<file path="src/rtl/timer_pulse_capture.sv">
`default_nettype none
// ============================================================================
// Module   : timer_pulse_capture
// Counts unit_pulse ticks over one sig_in period (mode=0) or high time (mode=1).
// Optional capture_irq output is built when TIMER_CAPTURE_IRQ_EN is defined.
// Revision : 1.0
// ============================================================================
module timer_pulse_capture #(
    parameter int CAPTURE_WIDTH = 16,
    parameter int SYNC_STAGES   = 2
) (
    input  logic                     clk,
    input  logic                     reset_n,
    input  logic                     unit_pulse,
    input  logic                     enable,
    input  logic                     start,
    input  logic                     mode,
    input  logic                     sig_in,
    output logic [CAPTURE_WIDTH-1:0] capture_value,
    output logic                     capture_valid,
    output logic                     overflow,
`ifdef TIMER_CAPTURE_IRQ_EN
    output logic                     capture_irq,
`endif
    output logic                     busy
);

    typedef enum logic [1:0] {
        IDLE      = 2'd0,
        WAIT_EDGE = 2'd1,
        MEASURE   = 2'd2,
        DONE      = 2'd3
    } state_t;

    localparam logic [CAPTURE_WIDTH-1:0] c_cnt_max = '1;

    state_t                   state_q, state_d;
    logic [SYNC_STAGES-1:0]   sync_q, sync_d;
    logic                     sig_dly_q, sig_dly_d;
    logic                     mode_q, mode_d;
    logic [CAPTURE_WIDTH-1:0] count_q, count_d;
    logic [CAPTURE_WIDTH-1:0] value_q, value_d;
    logic [CAPTURE_WIDTH-1:0] count_inc;
    logic                     valid_q, valid_d;
    logic                     ovf_q, ovf_d;
    logic                     sig_s, rise, fall, term_edge;

    assign sig_s     = sync_q[SYNC_STAGES-1];
    assign rise      = sig_s & ~sig_dly_q;
    assign fall      = ~sig_s & sig_dly_q;
    assign term_edge = mode_q ? fall : rise;
    assign count_inc = (count_q == c_cnt_max) ? count_q : count_q + 1'b1;

    always_comb begin
        sync_d    = {sync_q[SYNC_STAGES-2:0], sig_in};
        sig_dly_d = sig_s;
    end

    // enable dominates start, start dominates any edge in the same cycle
    always_comb begin
        state_d = state_q;
        mode_d  = mode_q;
        count_d = count_q;
        value_d = value_q;
        valid_d = valid_q;
        ovf_d   = ovf_q;
        if (!enable) begin
            state_d = IDLE;
        end else if (start) begin
            state_d = WAIT_EDGE;
            mode_d  = mode;
            count_d = '0;
            valid_d = 1'b0;
            ovf_d   = 1'b0;
        end else begin
            case (state_q)
                WAIT_EDGE: begin
                    if (rise) begin
                        state_d = MEASURE;
                        count_d = '0;
                    end
                end
                MEASURE: begin
                    if (unit_pulse) begin
                        count_d = count_inc;
                        if (count_q == c_cnt_max) begin
                            ovf_d = 1'b1;
                        end
                    end
                    if (term_edge) begin
                        state_d = DONE;
                        value_d = count_d;
                        valid_d = 1'b1;
                    end
                end
                default: begin
                    state_d = state_q;
                end
            endcase
        end
    end

    always_ff @(posedge clk or negedge reset_n) begin
        if (!reset_n) begin
            state_q   <= IDLE;
            sync_q    <= '0;
            sig_dly_q <= 1'b0;
            mode_q    <= 1'b0;
            count_q   <= '0;
            value_q   <= '0;
            valid_q   <= 1'b0;
            ovf_q     <= 1'b0;
        end else begin
            state_q   <= state_d;
            sync_q    <= sync_d;
            sig_dly_q <= sig_dly_d;
            mode_q    <= mode_d;
            count_q   <= count_d;
            value_q   <= value_d;
            valid_q   <= valid_d;
            ovf_q     <= ovf_d;
        end
    end

    assign capture_value = value_q;
    assign capture_valid = valid_q;
    assign overflow      = ovf_q;
    assign busy          = (state_q == WAIT_EDGE) || (state_q == MEASURE);

`ifdef TIMER_CAPTURE_IRQ_EN
    logic irq_q, irq_d;

    // one-clk pulse aligned with the rise of either sticky flag
    assign irq_d = (valid_d & ~valid_q) | (ovf_d & ~ovf_q);

    always_ff @(posedge clk or negedge reset_n) begin
        if (!reset_n) begin
            irq_q <= 1'b0;
        end else begin
            irq_q <= irq_d;
        end
    end

    assign capture_irq = irq_q;
`endif

endmodule
`default_nettype wire

</file>
<file path="config.mk">
export PLATFORM = sky130hd
export DESIGN_NAME = timer_pulse_capture
export DESIGN_NICKNAME = d
export VERILOG_FILES = /design/src/rtl/timer_pulse_capture.sv
export SDC_FILE = /design/constraint.sdc
export NUM_CORES = 1
export LEC_CHECK = 0
export BUFFER_PORTS_ARGS = -buffer_cell sky130_fd_sc_hd__buf_2
export CELL_PAD_IN_SITES_DETAIL_PLACEMENT = 0
export CELL_PAD_IN_SITES_GLOBAL_PLACEMENT = 1
export CORE_MARGIN = 2
export CORE_UTILIZATION = 48
export DETAILED_ROUTE_END_ITERATION = 12
export PLACE_DENSITY_LB_ADDON = 0.12
export SYNTH_ARGS = -nofsm -noshare
export SYNTH_HDL_FRONTEND = slang
export SYNTH_SLANG_ARGS = --single-unit
</file>
<file path="constraint.sdc">
create_clock -name clk -period 3.1 [get_ports clk]
set_input_delay 0.31 -clock clk [delete_from_list [all_inputs] [get_ports clk]]
set_output_delay 0.31 -clock clk [all_outputs]
set_load 0.005 [all_outputs]
</file>
==> results.yml <==
run_status:
  run_status: "completed"
synth:
  synth.ff_latch_count: 40
  synth_top_cells_by_count: "40 x dfrtp_1, 28 x o21ai_0, 23 x a31oi_1, 18 x a21oi_1, 15 x nor2_1"
  synth_edf_count: 0
  synth_top_area_share_pct: 44.0
  syn_inst: 251
  ys.flop_type: "dfrtp_1"
  yosysSeqAreaShare_pct: 44.0
  synthArstFlopShare_pct: 100
  syn_area_per_cell_um2: 9.06
  synth_area_mm2: 0.00227
  yosysMostFrequentCell: "dfrtp_1"
  synth_cell_types: 43
  yosys.area.top_type: "dfrtp_1"
  synthTopCellsByArea: "dfrtp_1 44%, a31oi_1 6.3%, o21ai_0 6.2%"
  syn-num-nets: 261
  ys_warn_count: 0
sta:
  fmax_mhz: 454
  skew_ns: 0.00619
  timing.setup.tns_ns: 0
  layout_min_cycle_time_ns: 2.20
  rsz0062_at_grt: "false"
  finalCritPeriodShare_pct: 71.0
  hold_viol: 0
  setup_viol: 0
  worst_pin_slew_ns: 0.880
  slew_viol_final: 0
  slew_headroom_pct: 41.3
critical_path:
  criticalPathCategory: "register to register"
  cpPeakStageDelay_ns: 0.64
  crit_path_start_kind: "register"
  required_ns: 3.29
  cp_cell_sequence: "ha_1, nand3_1, or4_1, and3_4, o31ai_2"
  cp_top_family: "simple AND/OR/NAND/NOR gates"
  crit_start: "count_q[1]$_DFFE_PN0P_"
  path_max_fanout: 8
  path_buf_inv: 0
  cp-end-kind: "register"
  cp_slowest_cell: "or4_1"
  crit_arrival_ns: 2.39
  r2r-start: "count_q[1]$_DFFE_PN0P_"
min_path:
  hp-class: "input port to register"
  min_from: "sig_in"
pwr:
  p_switching_uw: 286
  pwr-share-clk_pct: 32.4
  combPwrFrac_pct: 13.1
  pwr-share-seq_pct: 54.5
  p_int_uw: 818
  sw_frac_of_total_pct: 25.9
  p_per_area_mw_per_mm2: 444
  totalPowerFinal_uw: 1100
  leakage_uw: 0.00104
  ir_drop_uv: 260
clock_tree:
  path_clk_slew_ns: 0.08
  cts.sink_count: 40
  clk_path_buf_depth: 2
  cts_tree: "yes"
  cts.repair.resized: 0
  post_cts_buffers: 0
  cts_root_buffer: "clkbuf_8"
  h-tree-depth: 2
  insertion_delay_ns: 0.28
  hold_buffers: 0
  numCtsBuffers: 5
final_layout:
  fin_nets: 277
  antennaDiodeCount: 0
  syn_to_final_growth_pct: 9.30
  drive_above_1_share_pct: 15.7
drt:
  firstDrtPassIters: 4
  routed_via_density: 5.97
  drt-met1-wl_um: 2680
  vias: 1923
  wl_met3_um: 126
  ant_nets: 0
  wl_per_cell_um: 15.9
  drc: 0
  top_layer_used: "met4"
  routed_wl_um: 5130
  drtIter0Drc: 132
  met2WireLength_um: 2290
floorplanning:
  die_area_mm2: 0.00531
  io_pins: 26
  die_w_um: 72.8
  row_count: 25
  dieHeight_um: 72.8
  initial_utilization_pct: 48.8
  core-area_mm2: 0.00466
global_route:
  grt_max_degree: 41
  grt.total_usage_pct: 21.2
  grt_overflow: 0
  grt_pass1_vias: 1771
  antenna_found_initial: 0
  grt_pass1_wl_um: 8900
place:
  port_buffers: 25
  gp_congestion: 0.764
  post-dp-hpwl_um: 3550
job:
  maxCapViolCount: 0
==> flip-flops by register name, indices dropped and copies added (netlist names) <==
name	cells
overflow	1
sig_dly_q	1
sync_q	2
mode_q	1
capture_valid	1
capture_value	16
state_q	2
count_q	16
==> area by class of cell <==
cell class	count	area (µm²)
clock buffer	8	90.1
fill	451	2170
inverter	8	30.0
multi-input combinational	184	1150
sequential	40	1000
tap	54	67.6
timing repair buffer	28	148
==> kinds of logic (layout without fill, tap and decap cells) <==
| group | count (synthesis) | after routing | share of synthesized area [%] |
|---|---|---|---|
| AND/OR/NAND/NOR | 89 | 89 | 23.5 |
| AO/OA/AOI/OAI | 87 | 87 | 23.2 |
| flip-flops | 40 | 40 | 44.0 |
| buffers and inverters | 27 | 44 | 5.45 |
| adder cells (fa/ha/maj) | 3 | 3 | 1.65 |
| multiplexers | 3 | 3 | 1.38 |
| XOR/XNOR | 2 | 2 | 0.770 |
==> path summary, 6_finish.rpt <==
| path | to | slack [ns] | cells after the start |
|---|---|---|---|
| setup / recovery | capture_value[4]$_DFFE_PN0P_ | 0.90 | 5 |
| hold / removal | sync_q[0]$_DFF_PN0_ | 0.13 | 1 |
| setup reg to reg | capture_value[4]$_DFFE_PN0P_ | 0.90 | 5 |
| hold reg to reg | sync_q[1]$_DFF_PN0_ | 0.36 | 0 |
| max in group asynchronous | count_q[12]$_DFFE_PN0P_ | 2.40 | 1 |
| min in group asynchronous | count_q[9]$_DFFE_PN0P_ | 0.14 | 1 |
==> per-layer routing <==
layer  track usage [%]  vias up
met3              4.01        2
met5                 0        -
met4              3.70        0
met2              30.6       17
met1              33.2      922
li1                  -      982
==> power groups by stage <==
stage / logic [µW] / registers, µW / clock network (µW)
after CTS: 148 / 602 / 368
after global placement: 148 / 608 / 0
after detailed placement: 147 / 612 / 0
final: 145 / 602 / 358
after global routing: 172 / 610 / 377
after floorplan: 80.4 / 611 / 0
==> through the flow <==
| stage | util [%] | hold slack (ns) | instances | setup WS (ns) | cell area [µm²] |
|---|---|---|---|---|---|
| finish | 53.3 | 0.128 | 322 | 0.898 | 2490 |
| global route | 53.3 | 0.129 | 322 | 0.702 | 2490 |
| CTS | 53.3 | 0.123 | 322 | 0.921 | 2490 |
| detailed placement | 51.4 | 0.344 | 314 | 0.964 | 2400 |
| global placement | 51.4 | 0.346 | 314 | 1.01 | 2400 |
| floorplan | - | 0.0144 | 251 | 1.21 | 2270 |
==> cells in the final DEF (no fill, tap or decap), types with 2 or more instances in the layout <==
cell type / netlist / layout
nand4_1: 10 / 10
clkbuf_1: 8 / 2
or3_1: 10 / 10
mux2i_1: 2 / 2
nand2b_1: 5 / 5
nor3_1: 2 / 2
a21o_1: 2 / 2
a31oi_1: 23 / 23
and3_1: 3 / 3
clkbuf_8: 0 / 6
o2bb2ai_1: 2 / 2
a21oi_1: 18 / 18
nand4_2: 2 / 2
a41oi_1: 5 / 5
buf_2: 8 / 25
inv_1: 8 / 8
dfrtp_1: 40 / 40
nand3b_1: 2 / 2
nand3_1: 10 / 10
o211ai_1: 3 / 3
or4_1: 6 / 6
o21ai_0: 28 / 28
nor4_1: 4 / 4
nor2_1: 15 / 15
ha_1: 3 / 3
xnor2_1: 2 / 2
o31a_1: 2 / 2
nand2_1: 12 / 12
buf_4: 1 / 3
(Power assumes the default switching activity.)
